--- config.mk ---
export PLATFORM = sky130hd
export DESIGN_NAME = mem_bus_ctrl_flat
export DESIGN_NICKNAME = d
export VERILOG_FILES = /design/src/rtl/mem_map_pkg.sv /design/src/rtl/mem_bus_ctrl_if.sv /design/src/rtl/mem_addr_decode.sv /design/src/rtl/mem_bus_ctrl.sv /design/src/flat_wrapper.sv
export SDC_FILE = /design/constraint.sdc
export NUM_CORES = 1
export LEC_CHECK = 0
export CAP_MARGIN = 20
export CORE_ASPECT_RATIO = 0.7
export CORE_MARGIN = 1
export CORE_UTILIZATION = 45
export DETAILED_ROUTE_END_ITERATION = 12
export GPL_ROUTABILITY_DRIVEN = 0
export MAX_ROUTING_LAYER = met4
export PLACE_DENSITY_LB_ADDON = 0.05
export SETUP_SLACK_MARGIN = 0.02
export SYNTH_ARGS = -nofsm -noshare
export SYNTH_HDL_FRONTEND = slang
export SYNTH_HIERARCHICAL = 1
export SYNTH_SLANG_ARGS = --single-unit
export TNS_END_PERCENT = 50
--- constraint.sdc ---
create_clock -name clk -period 3.25 [get_ports clk]
set_input_delay 0.325 -clock clk [delete_from_list [all_inputs] [get_ports clk]]
set_output_delay 0.325 -clock clk [all_outputs]
set_load 0.02 [all_outputs]
--- src/rtl/mem_map_pkg.sv ---
// Shared types and default address map for the CPU load/store bus controller.
package mem_map_pkg;

  typedef enum logic [1:0] {REG_NONE, REG_ROM, REG_RAM, REG_IO} region_e;
  typedef enum logic [1:0] {ST_IDLE, ST_MEM, ST_IO, ST_RESP} state_e;

  localparam logic [31:0] DEF_ROM_BASE  = 32'h0001_0000;
  localparam logic [31:0] DEF_ROM_LIMIT = 32'h000F_FFFF;
  localparam logic [31:0] DEF_RAM_BASE  = 32'h0010_0000;
  localparam logic [31:0] DEF_RAM_LIMIT = 32'hFF0F_FFFF;
  localparam logic [31:0] DEF_IO_BASE   = 32'hFF10_0000;

  typedef struct packed {
    logic        we;
    logic [31:0] addr;
    logic [31:0] wdata;
    logic [3:0]  be;
  } req_t;

  typedef struct packed {
    logic [31:0] rdata;
    logic        err;
  } rsp_t;

  // Enabled lanes must stay inside the word once shifted up to the address offset.
  function automatic logic be_fits(input logic [3:0] be, input logic [1:0] ofs);
    logic [7:0] sh;
    sh = {4'b0, be} << ofs;
    return sh[7:4] == 4'b0;
  endfunction

endpackage

--- src/rtl/mem_bus_ctrl_if.sv ---
// CPU-side request/response bus of the memory controller.
interface mem_bus_ctrl_if;
  logic        req_valid;
  logic        req_ready;
  logic        req_we;
  logic [31:0] req_addr;
  logic [31:0] req_wdata;
  logic [3:0]  req_be;
  logic        rsp_valid;
  logic [31:0] rsp_rdata;
  logic        rsp_err;

  modport master (
    output req_valid, req_we, req_addr, req_wdata, req_be,
    input  req_ready, rsp_valid, rsp_rdata, rsp_err
  );

  modport slave (
    input  req_valid, req_we, req_addr, req_wdata, req_be,
    output req_ready, rsp_valid, rsp_rdata, rsp_err
  );
endinterface

--- src/rtl/mem_addr_decode.sv ---
// Combinational region decode plus access-fault check for one request.
module mem_addr_decode
  import mem_map_pkg::*;
#(
  parameter logic [31:0] ROM_BASE  = DEF_ROM_BASE,
  parameter logic [31:0] ROM_LIMIT = DEF_ROM_LIMIT,
  parameter logic [31:0] RAM_BASE  = DEF_RAM_BASE,
  parameter logic [31:0] RAM_LIMIT = DEF_RAM_LIMIT,
  parameter logic [31:0] IO_BASE   = DEF_IO_BASE
) (
  input  logic [31:0] addr,
  input  logic        we,
  input  logic [3:0]  be,
  output region_e     region,
  output logic        fault
);

  always_comb begin
    region = REG_NONE;
    if (addr >= IO_BASE)                           region = REG_IO;
    else if (addr >= RAM_BASE && addr <= RAM_LIMIT) region = REG_RAM;
    else if (addr >= ROM_BASE && addr <= ROM_LIMIT) region = REG_ROM;
  end

  assign fault = (region == REG_NONE)
               | (we && region == REG_ROM)
               | (be == 4'b0)
               | !be_fits(be, addr[1:0]);

endmodule

--- src/rtl/mem_bus_ctrl.sv ---
// One-outstanding-request bus controller routing CPU loads/stores to ROM, RAM or MMIO.
module mem_bus_ctrl
  import mem_map_pkg::*;
#(
  parameter logic [31:0] ROM_BASE   = DEF_ROM_BASE,
  parameter logic [31:0] ROM_LIMIT  = DEF_ROM_LIMIT,
  parameter logic [31:0] RAM_BASE   = DEF_RAM_BASE,
  parameter logic [31:0] RAM_LIMIT  = DEF_RAM_LIMIT,
  parameter logic [31:0] IO_BASE    = DEF_IO_BASE,
  parameter int          MEM_LAT    = 1,
  parameter int          IO_TIMEOUT = 16
) (
  input  logic        clk,
  input  logic        rst,
  mem_bus_ctrl_if.slave bus,
  output logic [31:0] rom_addr,
  input  logic [31:0] rom_rdata,
  output logic        ram_we,
  output logic [3:0]  ram_be,
  output logic [31:0] ram_addr,
  output logic [31:0] ram_wdata,
  input  logic [31:0] ram_rdata,
  output logic        io_valid,
  output logic        io_we,
  output logic [3:0]  io_be,
  output logic [31:0] io_addr,
  output logic [31:0] io_wdata,
  input  logic        io_ready,
  input  logic [31:0] io_rdata
);

  localparam int LAT_W = (MEM_LAT > 1) ? $clog2(MEM_LAT) : 1;
  localparam int TO_W  = (IO_TIMEOUT > 1) ? $clog2(IO_TIMEOUT) : 1;
  localparam logic [LAT_W-1:0] LAT_LAST = LAT_W'(MEM_LAT - 1);
  localparam logic [TO_W-1:0]  TO_LAST  = TO_W'(IO_TIMEOUT - 1);

  req_t             req;
  rsp_t             rsp_q;
  region_e          dec_region;
  logic             dec_fault;
  state_e           state;
  logic             ready_q;
  logic             rsp_valid_q;
  logic             accept;
  logic             cur_we;
  logic             cur_fault;
  region_e          cur_region;
  logic [LAT_W-1:0] lat_cnt;
  logic [TO_W-1:0]  to_cnt;

  assign req = '{we: bus.req_we, addr: bus.req_addr, wdata: bus.req_wdata, be: bus.req_be};

  mem_addr_decode #(
    .ROM_BASE (ROM_BASE),
    .ROM_LIMIT(ROM_LIMIT),
    .RAM_BASE (RAM_BASE),
    .RAM_LIMIT(RAM_LIMIT),
    .IO_BASE  (IO_BASE)
  ) u_dec (
    .addr  (req.addr),
    .we    (req.we),
    .be    (req.be),
    .region(dec_region),
    .fault (dec_fault)
  );

  assign accept        = (state == ST_IDLE) && ready_q && bus.req_valid;
  assign bus.req_ready = ready_q;
  assign bus.rsp_valid = rsp_valid_q;
  assign bus.rsp_rdata = rsp_q.rdata;
  assign bus.rsp_err   = rsp_q.err;

  always_ff @(posedge clk) begin
    if (rst) begin
      state       <= ST_IDLE;
      ready_q     <= 1'b0;
      rsp_valid_q <= 1'b0;
      rsp_q       <= '0;
      cur_we      <= 1'b0;
      cur_fault   <= 1'b0;
      cur_region  <= REG_NONE;
      lat_cnt     <= '0;
      to_cnt      <= '0;
      rom_addr    <= '0;
      ram_we      <= 1'b0;
      ram_be      <= '0;
      ram_addr    <= '0;
      ram_wdata   <= '0;
      io_valid    <= 1'b0;
      io_we       <= 1'b0;
      io_be       <= '0;
      io_addr     <= '0;
      io_wdata    <= '0;
    end else begin
      rsp_valid_q <= 1'b0;
      ram_we      <= 1'b0;
      case (state)
        ST_IDLE: begin
          ready_q <= !accept;
          if (accept) begin
            cur_we     <= req.we;
            cur_region <= dec_region;
            cur_fault  <= dec_fault;
            to_cnt     <= '0;
            // Faults take one silent MEM cycle, so their response lands
            // with the same accept-to-response spacing as a single-cycle memory access.
            lat_cnt    <= dec_fault ? '0 : LAT_LAST;
            state      <= ST_MEM;
            if (!dec_fault) begin
              case (dec_region)
                REG_ROM: rom_addr <= req.addr - ROM_BASE;
                REG_RAM: begin
                  ram_addr  <= req.addr - RAM_BASE;
                  ram_be    <= req.be;
                  ram_wdata <= req.wdata;
                  ram_we    <= req.we;
                end
                REG_IO: begin
                  io_valid <= 1'b1;
                  io_we    <= req.we;
                  io_be    <= req.be;
                  io_addr  <= req.addr;
                  io_wdata <= req.wdata;
                  state    <= ST_IO;
                end
                default: ;
              endcase
            end
          end
        end
        ST_MEM: begin
          if (lat_cnt == '0) begin
            state       <= ST_RESP;
            rsp_valid_q <= 1'b1;
            rsp_q.err   <= cur_fault;
            if (cur_fault || cur_we)         rsp_q.rdata <= '0;
            else if (cur_region == REG_ROM)  rsp_q.rdata <= rom_rdata;
            else                             rsp_q.rdata <= ram_rdata;
          end else begin
            lat_cnt <= lat_cnt - LAT_W'(1);
          end
        end
        ST_IO: begin
          // A completion on the expiring cycle still wins over the timeout.
          if (io_ready) begin
            io_valid    <= 1'b0;
            state       <= ST_RESP;
            rsp_valid_q <= 1'b1;
            rsp_q.err   <= 1'b0;
            rsp_q.rdata <= cur_we ? '0 : io_rdata;
          end else if (to_cnt == TO_LAST) begin
            io_valid    <= 1'b0;
            state       <= ST_RESP;
            rsp_valid_q <= 1'b1;
            rsp_q.err   <= 1'b1;
            rsp_q.rdata <= '0;
          end else begin
            to_cnt <= to_cnt + TO_W'(1);
          end
        end
        ST_RESP: begin
          state   <= ST_IDLE;
          ready_q <= 1'b1;
        end
        default: state <= ST_IDLE;
      endcase
    end
  end

endmodule
--- src/flat_wrapper.sv ---
// flat-port wrapper written by rule: the top's interface ports become plain ports
module mem_bus_ctrl_flat import mem_map_pkg::*;
#(
  parameter logic [31:0] ROM_BASE   = DEF_ROM_BASE,
  parameter logic [31:0] ROM_LIMIT  = DEF_ROM_LIMIT,
  parameter logic [31:0] RAM_BASE   = DEF_RAM_BASE,
  parameter logic [31:0] RAM_LIMIT  = DEF_RAM_LIMIT,
  parameter logic [31:0] IO_BASE    = DEF_IO_BASE,
  parameter int          MEM_LAT    = 1,
  parameter int          IO_TIMEOUT = 16
)
  (clk, rst, rom_addr, rom_rdata, ram_we, ram_be, ram_addr, ram_wdata, ram_rdata, io_valid, io_we, io_be, io_addr, io_wdata, io_ready, io_rdata, bus_req_valid, bus_req_we, bus_req_addr, bus_req_wdata, bus_req_be, bus_req_ready, bus_rsp_valid, bus_rsp_rdata, bus_rsp_err);
  mem_bus_ctrl_if bus_i ();
  input  logic clk;
  input  logic rst;
  output logic [31:0] rom_addr;
  input  logic [31:0] rom_rdata;
  output logic ram_we;
  output logic [3:0] ram_be;
  output logic [31:0] ram_addr;
  output logic [31:0] ram_wdata;
  input  logic [31:0] ram_rdata;
  output logic io_valid;
  output logic io_we;
  output logic [3:0] io_be;
  output logic [31:0] io_addr;
  output logic [31:0] io_wdata;
  input  logic io_ready;
  input  logic [31:0] io_rdata;
  input wire logic [$bits(bus_i.req_valid)-1:0] bus_req_valid;
  input wire logic [$bits(bus_i.req_we)-1:0] bus_req_we;
  input wire logic [$bits(bus_i.req_addr)-1:0] bus_req_addr;
  input wire logic [$bits(bus_i.req_wdata)-1:0] bus_req_wdata;
  input wire logic [$bits(bus_i.req_be)-1:0] bus_req_be;
  output wire logic [$bits(bus_i.req_ready)-1:0] bus_req_ready;
  output wire logic [$bits(bus_i.rsp_valid)-1:0] bus_rsp_valid;
  output wire logic [$bits(bus_i.rsp_rdata)-1:0] bus_rsp_rdata;
  output wire logic [$bits(bus_i.rsp_err)-1:0] bus_rsp_err;
  assign bus_i.req_valid = bus_req_valid;
  assign bus_i.req_we = bus_req_we;
  assign bus_i.req_addr = bus_req_addr;
  assign bus_i.req_wdata = bus_req_wdata;
  assign bus_i.req_be = bus_req_be;
  assign bus_req_ready = bus_i.req_ready;
  assign bus_rsp_valid = bus_i.rsp_valid;
  assign bus_rsp_rdata = bus_i.rsp_rdata;
  assign bus_rsp_err = bus_i.rsp_err;
  mem_bus_ctrl #(.ROM_BASE(ROM_BASE), .ROM_LIMIT(ROM_LIMIT), .RAM_BASE(RAM_BASE), .RAM_LIMIT(RAM_LIMIT), .IO_BASE(IO_BASE), .MEM_LAT(MEM_LAT), .IO_TIMEOUT(IO_TIMEOUT)) u_core (.clk(clk), .rst(rst), .bus(bus_i), .rom_addr(rom_addr), .rom_rdata(rom_rdata), .ram_we(ram_we), .ram_be(ram_be), .ram_addr(ram_addr), .ram_wdata(ram_wdata), .ram_rdata(ram_rdata), .io_valid(io_valid), .io_we(io_we), .io_be(io_be), .io_addr(io_addr), .io_wdata(io_wdata), .io_ready(io_ready), .io_rdata(io_rdata));
endmodule
# ---- Yosys cells after proc, flatten, opt, wreduce, memory -nomap -nowiden
# Index checks and enable logic that the tools add are counted.
dict set report totals {
  ff_bits 217
  input_bits 169
  out_inout_bits 206
}
dict set report classes {
  add_sub_neg 4
  order_cmp 5
  eq_ne 15
  shift 1
  n_mux 35
  n_bitwise 7
  n_reduce_logical 26
}
# cell n
set op_table {}
lappend op_table {{33-bit two-way mux} 3}
lappend op_table {{32-bit two-way mux} 3}
lappend op_table {{33-bit case mux with 2 select lines} 1}
lappend op_table {{32-bit by 17-bit greater-or-equal comparator with 1-bit output (second input constant)} 1}
lappend op_table {{32-bit by 21-bit greater-or-equal comparator with 1-bit output (second input constant)} 1}
lappend op_table {{32-bit greater-or-equal comparator (second input constant)} 1}
lappend op_table {{32-bit by 20-bit less-or-equal comparator with 1-bit output (second input constant)} 1}
lappend op_table {{32-bit less-or-equal comparator (second input constant)} 1}
lappend op_table {{32-bit by 17-bit subtractor with 32-bit output (second input constant)} 1}
lappend op_table {{32-bit by 21-bit subtractor with 32-bit output (second input constant)} 1}
lappend op_table {{2-bit two-way mux} 8}
lappend op_table {{4-bit AND reduction} 4}
lappend op_table {{4-bit two-way mux} 3}
lappend op_table {{1-bit two-way mux} 11}
lappend op_table {{2-bit != test (second input constant)} 5}
lappend op_table {{2-bit equality test (second input constant)} 4}
lappend op_table {{4-bit zero test} 2}
lappend op_table {{1-bit case mux with 2 select lines} 4}
lappend op_table {{2-bit case mux with 4 select lines} 1}
lappend op_table {{4-bit case mux with 2 select lines} 1}
lappend op_table {{2-bit nonzero test} 4}
lappend op_table {{4-bit by 2-bit left shift with 8-bit output} 1}
lappend op_table {{2-bit by 1-bit equality test with 1-bit output (second input constant)} 3}
lappend op_table {{3-bit AND reduction} 2}
lappend op_table {{14 further kinds} 26}

# ---- Depth between registers and ports, before layout
dict set report depth {
  word_depth 13
  ltp_mapped 10
  depth_no_buf 7
}

# ---- Hierarchy
# Netlist, hierarchy kept.
# mod n_inst cells_per_inst area_each_um2 seq_area_each_um2
set by_module_without_submodules {}
lappend by_module_without_submodules {mem_bus_ctrl 1 1046 8747.1 4324.1}
lappend by_module_without_submodules {mem_addr_decode 1 15 152.6 0.0}

# ---- Least setup slack after synthesis
# OpenSTA, ideal clock, no wires.
dict set report synth_timing {
  kind {in2reg}
  from {input port bus_req_addr[22]}
  to {register u_core.ram_addr[10]}
  setup_ns 0.070
  arrival_ns 2.117
  path_slack_ns 1.063
  cell_stages 10
  path_buffers 3
  path_cell_list {nor4_4 nand3_2 o221ai_2 nand2b_1 or3_1 clkbuf_1 buf_2 buf_1 nand2_1 a21oi_1}
}
dict set report synth_via {
  word_cells_on_any_way 19
  classes_between {order compare: 5; eq/ne: 2; mux: 3; bitwise: 4; reduce/logical: 5}
}
# item line
set synth_lines {}
lappend synth_lines {{from (decl)} flat_wrapper.sv:32} ;# input wire logic [$bits(bus_i.req_addr)-1:0] bus_req_addr;
lappend synth_lines {{32-bit by 21-bit greater-or-equal comparator with 1-bit output or 32-bit less-or-equal comparator (tied branches)} mem_addr_decode.sv:21} ;# else if (addr >= RAM_BASE && addr <= RAM_LIMIT) region = REG_RAM;
lappend synth_lines {{1-bit logical AND} mem_addr_decode.sv:21}
lappend synth_lines {{2-bit two-way mux} mem_addr_decode.sv:21}
lappend synth_lines {{2-bit two-way mux *} mem_addr_decode.sv:20} ;# if (addr >= IO_BASE) region = REG_IO;
lappend synth_lines {{via u_core.dec_region[1]} mem_bus_ctrl.sv:39} ;# region_e dec_region;
lappend synth_lines {{2-bit by 1-bit equality test with 1-bit output} mem_addr_decode.sv:26} ;# | (we && region == REG_ROM)
lappend synth_lines {{1-bit logical AND} mem_addr_decode.sv:26}
lappend synth_lines {{1-bit OR *} mem_addr_decode.sv:26}
lappend synth_lines {{1-bit OR *} mem_addr_decode.sv:27} ;# | (be == 4'b0)
lappend synth_lines {{1-bit OR *} mem_addr_decode.sv:28} ;# | !be_fits(be, addr[1:0]);
lappend synth_lines {{via u_core.dec_fault} mem_bus_ctrl.sv:40} ;# logic dec_fault;
lappend synth_lines {{1-bit NOT (no source line) *} -}
lappend synth_lines {{4-bit AND reduction (no source line) *} -}
lappend synth_lines {{to (signal assigned)} mem_bus_ctrl.sv:113} ;# ram_addr <= req.addr - RAM_BASE;
lappend synth_lines {{to (decl)} mem_bus_ctrl.sv:20} ;# output logic [31:0] ram_addr,
# Mark *: on every way through the listed nets, which the timed path passes. The rest lies on a longest branch.
# A chain may end at the register's enable or synchronous reset.

# ---- Final worst setup path
dict set report layout_timing {
  from {input port bus_req_addr[31]}
  to {register u_core.io_valid}
}
dict set report layout_via {
  elab_chain_len 12
  word_cells_on_any_way 20
  classes_between {order compare: 5; eq/ne: 4; mux: 3; bitwise: 3; reduce/logical: 5}
}
# item line
set layout_rtl {}
lappend layout_rtl {{32-bit by 17-bit greater-or-equal comparator with 1-bit output or 32-bit by 20-bit less-or-equal comparator with 1-bit output (tied branches)} mem_addr_decode.sv:22} ;# else if (addr >= ROM_BASE && addr <= ROM_LIMIT) region = REG_ROM;
lappend layout_rtl {{1-bit logical AND} mem_addr_decode.sv:22}
lappend layout_rtl {{1-bit two-way mux} mem_addr_decode.sv:22}
lappend layout_rtl {{2-bit two-way mux} mem_addr_decode.sv:21}
lappend layout_rtl {{2-bit two-way mux *} mem_addr_decode.sv:20}
lappend layout_rtl {{via u_core.dec_region[0]} mem_bus_ctrl.sv:39}
lappend layout_rtl {{2-bit by 1-bit equality test with 1-bit output} mem_addr_decode.sv:26}
lappend layout_rtl {{1-bit logical AND} mem_addr_decode.sv:26}
lappend layout_rtl {{1-bit OR} mem_addr_decode.sv:26}
lappend layout_rtl {{1-bit OR} mem_addr_decode.sv:27}
lappend layout_rtl {{1-bit OR} mem_addr_decode.sv:28}
lappend layout_rtl {{2-bit != test (no source line)} -}
lappend layout_rtl {{5-bit AND reduction (no source line) *} -}
lappend layout_rtl {{to (signal assigned)} mem_bus_ctrl.sv:89} ;# io_valid <= 1'b0;
lappend layout_rtl {{to (signal assigned)} mem_bus_ctrl.sv:119} ;# io_valid <= 1'b1;
lappend layout_rtl {{to (signal assigned)} mem_bus_ctrl.sv:146} ;# io_valid <= 1'b0;
lappend layout_rtl {{to (decl)} mem_bus_ctrl.sv:23} ;# output logic io_valid,
# Marks and branches as above.

==> results.json <==
{
  "min_period_over_period_pct": 88.2,
  "rsz0062_at_grt": "no",
  "fmax_mhz": 349,
  "pre_cts_slack_ps": -109,
  "power_mw": 7.98,
  "wl_met3_mm": 2.53,
  "netlist_area_um2": 8900,
  "drive_gt1_share_pct": 8.15,
  "cp.arrival_ps": 3210,
  "fp.dieW_um": 170,
  "end_kind": "flop",
  "cp_max_fo": 31,
  "maxCapViolCount": 0,
  "finalSetupViolations": 0,
  "crit_family": "simple AND/OR/NAND/NOR gates",
  "grt_pass1_vias": 8526,
  "crit_chain": "clkdlybuf4s50_1 > nand4_1 > o31ai_1 > nand4_1 > or2_2 > buf_4 > a31oi_1 > a21oi_1",
  "yosysWarnings": 6,
  "drt_wl_total_mm": 28.9,
  "grt_usage_pct": 28.6,
  "first_pass_iters": 5,
  "cp_common_cell": "nand4_1",
  "cts_buffers": 22,
  "grt_max_degree": 116,
  "ys_ff_latch": 216,
  "syn_area_per_cell_um2": 8.39,
  "wire_per_inst_um": 17.3,
  "synthTopCellsByArea": "dfxtp_1 49%, nand2_1 12%, a21oi_1 8.7%, a211oi_1 4.6%, nor2_1 3.1%",
  "place_hpwl_mm": 20.3,
  "cts.sinks": 216,
  "nets": 1575,
  "num_vias": 8784,
  "dpl_cell_area_um2": 12900,
  "final_common_cell": "clkdlybuf4s50_1",
  "post-route-min-period_ps": 2870,
  "antenna_found_initial": 1,
  "portBuffers": 374,
  "crit_slowest_cell": "clkdlybuf4s50_1",
  "ctsLongestPathBuffers": 3,
  "fillerInstances": 1542,
  "synth_top_area_share_pct": 48.6,
  "yosysTopAreaCell": "dfxtp_1",
  "synth_fp_nets": 1239,
  "run_status": "completed",
  "io_pins": 375,
  "synth_cell_types": 56,
  "area_growth_pct": 53.4,
  "max_slew.worst_pin.slew_ps": 980,
  "tritoncts": "yes",
  "die_y_um": 120,
  "relSlewSlack_pct": 34.5,
  "row_count": 42,
  "cts.htree.levels": 1,
  "core_um2": 19100,
  "hold_viol": 0,
  "start_util_pct": 46.5,
  "route.met2.wl_mm": 13.9,
  "ant_nets": 0,
  "critPathMaxStageDelay_ps": 720,
  "drc": 0,
  "peakVddDrop_v": 0.000343,
  "async_flop_share_pct": 0,
  "ys.flop_type": "dfxtp_1",
  "dp.cells": 1637,
  "cts_root_buf": "clkbuf_16",
  "grt_overflow": 0,
  "syn_inst": 1061,
  "min_path_type": "input port to flop",
  "fin_tns_setup_ps": 0,
  "drt-initial-drc-count": 510,
  "fin_util_pct": 71.4,
  "cp.required_ps": 3590,
  "path_clk_slew_ps": 60,
  "finalNonFillerCells": 1676,
  "synth_edf_count": 0,
  "layout_common_cells": "373 x clkdlybuf4s50_1, 293 x nand2_1, 216 x dfxtp_1, 153 x a21oi_1, 71 x nor2_1",
  "fin_skew_ps": 12.0,
  "grt_pass1_wl_mm": 45.1,
  "fin_ws_ps": 384,
  "p_per_area_nw_per_um2": 584,
  "die_area_um2": 20400,
  "postLayoutCellArea_um2": 13700,
  "cts_setup_buffers": 0,
  "via_per_inst": 5.24,
  "critPathKind": "input port to flop",
  "dr.max_layer_used": "met4",
  "critPathBufInv": 2,
  "cp-start-kind": "input port",
  "cts-resized-gates": 0,
  "ys_seq_area_share_pct": 48.6,
  "holdWs_ps": 395,
  "hold_buffers": 0,
  "drv_slew": 0,
  "cellLeakagePower_nw": 4.58,
  "wl_met1_mm": 11.6,
  "clk_latency_ps": 510
}
## layout make-up
type                    instances  area (um^2)  share of cell area [%]
well taps                     264          330                    2.42
multi-input cells             750         4230                    30.9
clock buffers                  36          723                    5.30
repair buffers                399         4000                    29.3
clock inverters                 2         23.8                   0.174
flip-flops and latches        216         4320                    31.7
inverters                       8         30.0                   0.220
diodes                          1         2.50                  0.0183
## where the power goes
part	leakage [nW]	switching [mW]	internal, mW	total (mW)
logic	2.46	1.31	1.04	2.35
registers	1.75	0.152	2.93	3.08
clock network	0.367	1.03	1.51	2.55
total	4.58	2.49	5.48	7.98
## tightest hold or removal path: cells and delay by family
family,cells,cell delay [ps]
AOI/OAI and AO/OA,1,50
buffers and inverters,1,420
and+or+nand+nor,1,60
## Yosys cell counts (all sizes together) (2+ instances only)
cell type	instances
nand2	293
dfxtp	216
a21oi	154
nor2	73
clkbuf	65
a211oi	58
a22oi	34
mux2	32
buf	22
xnor2	19
nor4	11
nor3	10
ha	9
inv	8
and4	4
nand2b	4
nand3	4
or3	4
nand4	3
o31ai	3
or4	3
a2111oi	2
a311oi	2
a31oi	2
and3	2
o21ai	2
o21bai	2
o221ai	2
or2	2
or3b	2
## layer usage
metal	GRT usage, %	up-vias
met2	48.1	292
met1	32.8	4139
li1	-	4299
met5	-	-
met4	8.78	0
met3	8.28	54
## state kept, by name, summed over array words and instances, names as in the netlist, 2 cells and up
| signal | flops |
|---|---|
| u_core/bus.rsp_rdata | 32 |
| u_core/io_addr | 32 |
| u_core/io_wdata | 32 |
| u_core/ram_addr | 32 |
| u_core/ram_wdata | 32 |
| u_core/rom_addr | 32 |
| u_core/io_be | 4 |
| u_core/ram_be | 4 |
| u_core/to_cnt | 4 |
| u_core/cur_region | 2 |
| u_core/state | 2 |
## logic make-up after synthesis
family / Yosys count / share of synthesized area (%)
AO/OA/AOI/OAI: 268 / 19.1
adder cells (fa/ha/maj): 9 / 1.27
XOR/XNOR: 20 / 1.97
buffers and inverters: 95 / 4.46
multiplexers: 33 / 4.16
flip-flops: 216 / 48.6
AND/OR/NAND/NOR: 420 / 20.4
## path summary, 6_finish.rpt
check / startpoint / to / slack (ps) / depth (start not counted)
worst min register to register: u_core/io_wdata[30]$_SDFFE_PP0P_ / u_core/io_wdata[30]$_SDFFE_PP0P_ / 450 / 2
worst max-delay path: bus_req_addr[31] / u_core/io_valid$_SDFFE_PP0P_ / 380 / 8
worst min-delay path: bus_req_wdata[0] / u_core/io_wdata[0]$_SDFFE_PP0P_ / 400 / 3
worst max register to register: u_core/state[0]$_SDFFE_PP0P_ / u_core/ram_addr[16]$_SDFFE_PP0P_ / 760 / 7
(Power assumes the default switching activity.)
